<file path="src/rtl/output_argmax.sv">
// Streaming argmax over CLASS_COUNT output-neuron scores per frame; result held until taken.
// Optional OUTPUT_ARGMAX_MARGIN_EN adds out_margin (best minus second-best score).
module output_argmax #(
  parameter int CLASS_COUNT = 10,
  parameter int DATA_WIDTH  = 32,
  parameter int IDX_WIDTH   = $clog2(CLASS_COUNT)
) (
  input  logic                  clk,
  input  logic                  rst,
  input  logic                  in_valid,
  output logic                  in_ready,
  input  logic [DATA_WIDTH-1:0] in_data,
  input  logic                  in_last,
  output logic                  out_valid,
  input  logic                  out_ready,
  output logic [IDX_WIDTH-1:0]  out_class,
  output logic [DATA_WIDTH-1:0] out_score,
  output logic                  out_error
`ifdef OUTPUT_ARGMAX_MARGIN_EN
  ,
  output logic [DATA_WIDTH-1:0] out_margin
`endif
);

  localparam logic [0:0] SCAN = 1'b0;
  localparam logic [0:0] HOLD = 1'b1;
  localparam logic [IDX_WIDTH-1:0] LAST_IDX = IDX_WIDTH'(CLASS_COUNT - 1);

  logic [0:0]            state;
  logic [IDX_WIDTH-1:0]  cnt;
  logic [DATA_WIDTH-1:0] best;
  logic [IDX_WIDTH-1:0]  best_idx;
  logic [DATA_WIDTH-1:0] nxt_best;
  logic [IDX_WIDTH-1:0]  nxt_idx;
  logic                  accept;
  logic                  handshake;
  logic                  at_last_idx;
  logic                  frame_end;
`ifdef OUTPUT_ARGMAX_MARGIN_EN
  logic [DATA_WIDTH-1:0] second;
  logic [DATA_WIDTH-1:0] nxt_second;
`endif

  assign in_ready    = (state == SCAN) && !rst;
  assign out_valid   = (state == HOLD);
  assign accept      = in_valid && in_ready;
  assign handshake   = (state == HOLD) && out_ready;
  assign at_last_idx = (cnt == LAST_IDX);
  assign frame_end   = in_last || at_last_idx;

  // Strict greater-than keeps the lowest index on ties; an equal later value still lands in second.
  always_comb begin
    nxt_best = best;
    nxt_idx  = best_idx;
`ifdef OUTPUT_ARGMAX_MARGIN_EN
    nxt_second = second;
    if (in_data > best) begin
      nxt_second = best;
      nxt_best   = in_data;
      nxt_idx    = cnt;
    end else if (in_data > second) begin
      nxt_second = in_data;
    end
`else
    if (in_data > best) begin
      nxt_best = in_data;
      nxt_idx  = cnt;
    end
`endif
  end

  always_ff @(posedge clk) begin
    if (rst) begin
      state     <= SCAN;
      cnt       <= '0;
      best      <= '0;
      best_idx  <= '0;
      out_class <= '0;
      out_score <= '0;
      out_error <= 1'b0;
`ifdef OUTPUT_ARGMAX_MARGIN_EN
      second     <= '0;
      out_margin <= '0;
`endif
    end else if (accept) begin
      best     <= nxt_best;
      best_idx <= nxt_idx;
`ifdef OUTPUT_ARGMAX_MARGIN_EN
      second <= nxt_second;
`endif
      if (frame_end) begin
        state     <= HOLD;
        cnt       <= '0;
        out_class <= nxt_idx;
        out_score <= nxt_best;
        out_error <= (in_last != at_last_idx);
`ifdef OUTPUT_ARGMAX_MARGIN_EN
        out_margin <= nxt_best - nxt_second;
`endif
      end else begin
        cnt <= cnt + 1'b1;
      end
    end else if (handshake) begin
      state    <= SCAN;
      cnt      <= '0;
      best     <= '0;
      best_idx <= '0;
`ifdef OUTPUT_ARGMAX_MARGIN_EN
      second <= '0;
`endif
    end
  end

endmodule

</file>
<file path="config.mk">
export PLATFORM = sky130hd
export DESIGN_NAME = output_argmax
export DESIGN_NICKNAME = d
export VERILOG_FILES = /design/src/rtl/output_argmax.sv
export SDC_FILE = /design/constraint.sdc
export NUM_CORES = 1
export LEC_CHECK = 0
export BUFFER_PORTS_ARGS = -buffer_cell sky130_fd_sc_hd__buf_2
export CORE_UTILIZATION = 30
export CTS_BUF_LIST = sky130_fd_sc_hd__clkbuf_8
export CTS_CLUSTER_SIZE = 25
export DETAILED_ROUTE_END_ITERATION = 8
export GPL_ROUTABILITY_DRIVEN = 0
export PLACE_DENSITY = 0.48
export SETUP_SLACK_MARGIN = 0.02
export SLEW_MARGIN = 20
export SYNTH_ARGS = -nofsm -noshare
export SYNTH_HDL_FRONTEND = slang
export SYNTH_SLANG_ARGS = --single-unit
</file>
<file path="constraint.sdc">
create_clock -name clk -period 3 [get_ports clk]
set_input_delay 0.75 -clock clk [delete_from_list [all_inputs] [get_ports clk]]
set_output_delay 0.75 -clock clk [all_outputs]
set_load 0.02 [all_outputs]
</file>
==> impl_metrics.py <==
metrics = {
    "synthesis": {
        "syn_inst": 547,
        "netlist_area_mm2": 0.00450,
        "syn_nets": 619,
        "avgSynthCellArea_um2": 8.23,
        "synth-seq-cells": 78,
        "yosys_warnings": 0,
        "synth.distinct_cells": 30,
        "yosysSeqAreaShare_pct": 34.7,
    },
    "min_path": {
        "holdPathEnd": "best_idx[0]$_SDFFE_PP0P_",
        "worstHoldPathType": "register to register",
        "hold_depth": 2,
        "min_from": "best_idx[0]$_SDFFE_PP0P_",
    },
    "place": {
        "dpl_cell_area_mm2": 0.00510,
        "dp_hpwl_um": 8580,
        "io_buffers": 75,
        "dp.cells": 789,
    },
    "critical_path": {
        "start_kind": "input pin",
        "cp_data_required_time_ns": 3.29,
        "rrSetupSlack_ns": 0.36,
        "slowest_stage": "nor4_1",
        "rr_endpoint": "best[16]$_SDFFE_PP0P_",
        "r2r_start": "best[31]$_SDFFE_PP0P_",
        "cp_cell_sequence": "buf_2 > ha_1 > nand4_1 > nor4_1 > buf_4 > nor2b_1 > o31a_1 > buf_4 > o21ai_4 > buf_12 > mux2i_1",
        "worstPathMaxFanout": 22,
        "cp_slowest_stage_delay_ns": 0.39,
        "crit_type": "input pin to register",
        "ff2ff_path_depth": 11,
        "cpMostUsedCell": "buf_4",
        "arrival_ns": 3.02,
        "endpoint_kind": "register",
    },
    "pwr": {
        "ir_worst_vdd_uv": 210,
        "power.density_mw_per_mm2": 467,
        "fin_total_pwr_mw": 2.46,
        "leakage_nw": 2.40,
    },
    "timing": {
        "maxSlewHeadroom_pct": 47.5,
        "fin_crit_ns": 2.73,
        "finClkSkew_ns": 0.00520,
        "final-hold-violation-count": 0,
        "setup-violations-final": 0,
        "rsz0062_at_grt": "false",
        "fmax_mhz": 366,
        "finalMaxSlewViolations": 0,
        "worst_pin_slew_ns": 0.788,
        "post-route-period-util_pct": 91.1,
    },
    "clocking": {
        "cts.sinks": 78,
        "hold_buffers": 0,
        "cts_resized": 0,
        "htreeDepth": 3,
        "clk_pin_slew_worst_paths_ns": 0.08,
        "clk_latency_ns": 0.37,
        "root_buffer": "clkbuf_8",
        "cts_buffers": 9,
        "cts_tree": "done",
        "cts_buffer_depth": 2,
        "postCtsSetupBuffers": 0,
    },
    "job": {
        "drv_cap": 0,
    },
    "die": {
        "coreArea_mm2": 0.0146,
        "die-height_um": 125,
        "initial_utilization_pct": 30.9,
        "top_level_ports": 76,
        "rows": 44,
        "dieArea_mm2": 0.0155,
        "die_x_um": 125,
    },
    "layout": {
        "finalInstanceArea_mm2": 0.00528,
        "fin_cells": 805,
        "final_util_pct": 36.2,
        "layout_common_cells": "dfxtp_1, buf_2, inv_1, nor2_1, nand2_1",
        "area_growth_pct": 17.2,
        "final_common_cell": "dfxtp_1",
        "nets": 688,
        "antenna_cells": 0,
        "drive_gt1_share_pct": 17.7,
    },
    "run_status": {
        "outcome": "complete, no violations",
    },
    "grt": {
        "grt_max_degree": 81,
        "grt_pass1_vias": 4049,
        "grt.total_usage_pct": 16.9,
        "grt_pass1_wl_um": 20900,
        "overflow": 0,
        "antenna_found_initial": 0,
    },
    "routing": {
        "routed_wl_um": 12700,
        "viasPerCell": 5.07,
        "wl_per_cell_um": 15.8,
        "first_pass_iters": 5,
        "antenna_left": 0,
        "drt_iter0_drc": 166,
        "dr_total_vias": 4082,
        "drcViolationCount": 0,
    },
}
## metrics by stage
stage	hold slack (ns)	TNS [ns]	worst slack (ns)
CTS	0.470	0	0.273
detailed placement	0.458	-5.06	-0.113
floorplan	0.439	0	0.293
finish	0.464	0	0.267
global placement	0.446	-4.25	-0.0822
global route	0.485	0	0.0414
## worst max path at each step
stage                      startpoint                    endpoint  slack (ns)
after floorplan            in_data[7]  out_score[22]$_SDFFE_PP0P_        0.29
after global placement    in_data[31]        best[7]$_SDFFE_PP0P_       -0.08
after detailed placement  in_data[14]       best[16]$_SDFFE_PP0P_       -0.11
after CTS                 in_data[14]       best[16]$_SDFFE_PP0P_        0.27
after global routing      in_data[31]       best[16]$_SDFFE_PP0P_        0.04
final                     in_data[31]       best[16]$_SDFFE_PP0P_        0.27
## layout make-up
type / count / area (µm²)
tap: 184 / 230
sequential: 78 / 1560
fill: 1515 / 9310
multi-input combinational: 365 / 2510
timing repair buffer: 93 / 536
inverter: 69 / 259
clock buffer: 12 / 165
clock inverter: 4 / 15.0
## power breakdown
part	switching [mW]	internal, mW
Clock	0.400	0.358
Combinational	0.339	0.212
Sequential	0.0524	1.10
Total	0.792	1.67
## metal layers
metal	vias to the layer above	share of wire (%)	wire, µm	track usage (%)
met2	106	47	5940	27.1
met3	10	5.8	736	4.30
li1	2060	-	-	-
met1	1906	46	5900	22.1
met4	0	1.2	158	5.17
met5	-	0	0	0
## logic make-up (layout without fill, tap and decap cells)
| logic type | count (synthesis) | in the layout | share of synthesized area, % |
|---|---|---|---|
| simple gates | 221 | 221 | 24.6 |
| buf+inv | 104 | 178 | 10.2 |
| flops | 78 | 78 | 34.7 |
| compound gates | 72 | 72 | 12.6 |
| mux | 37 | 37 | 8.22 |
| fa+ha+maj | 35 | 35 | 9.72 |
## sequential cells by signal (all words and copies together) (netlist names)
| name | count |
|---|---|
| cnt | 4 |
| out_error | 1 |
| best_idx | 4 |
| out_score | 32 |
| out_valid | 1 |
| out_class | 4 |
| best | 32 |
## synth_stat cells, drive strengths merged
| cell type | n | share of area (%) |
|---|---|---|
| dfxtp | 78 | 35 |
| inv | 69 | 5.8 |
| nor2 | 48 | 4.0 |
| nand2 | 42 | 3.5 |
| nor4 | 38 | 5.3 |
| a221o | 37 | 8.2 |
| mux2i | 37 | 8.2 |
| nand2b | 36 | 5.0 |
| nor3 | 36 | 4.0 |
| ha | 35 | 9.7 |
| a21oi | 19 | 2.1 |
| clkbuf | 18 | 1.5 |
| buf | 17 | 3.0 |
| nand4 | 9 | 1.2 |
| o21ai | 8 | 0.89 |
| nand3 | 5 | 0.56 |
| nor2b | 3 | 0.42 |
| a211oi | 2 | 0.33 |
| a21o | 2 | 0.33 |
| a2111oi | 1 | 0.19 |
| a22oi | 1 | 0.17 |
| and2 | 1 | 0.14 |
| and3 | 1 | 0.14 |
| o211ai | 1 | 0.17 |
| o31a | 1 | 0.19 |
| or2 | 1 | 0.14 |
| or3 | 1 | 0.14 |
## worst max-delay path, delay by kind of cell
kind	cells	cell delay, ns
compound gates	2	0.28
buf+inv	4	0.69
mux	1	0.19
fa+ha+maj	1	0.30
simple gates	3	0.78
(Power assumes the default switching activity.)
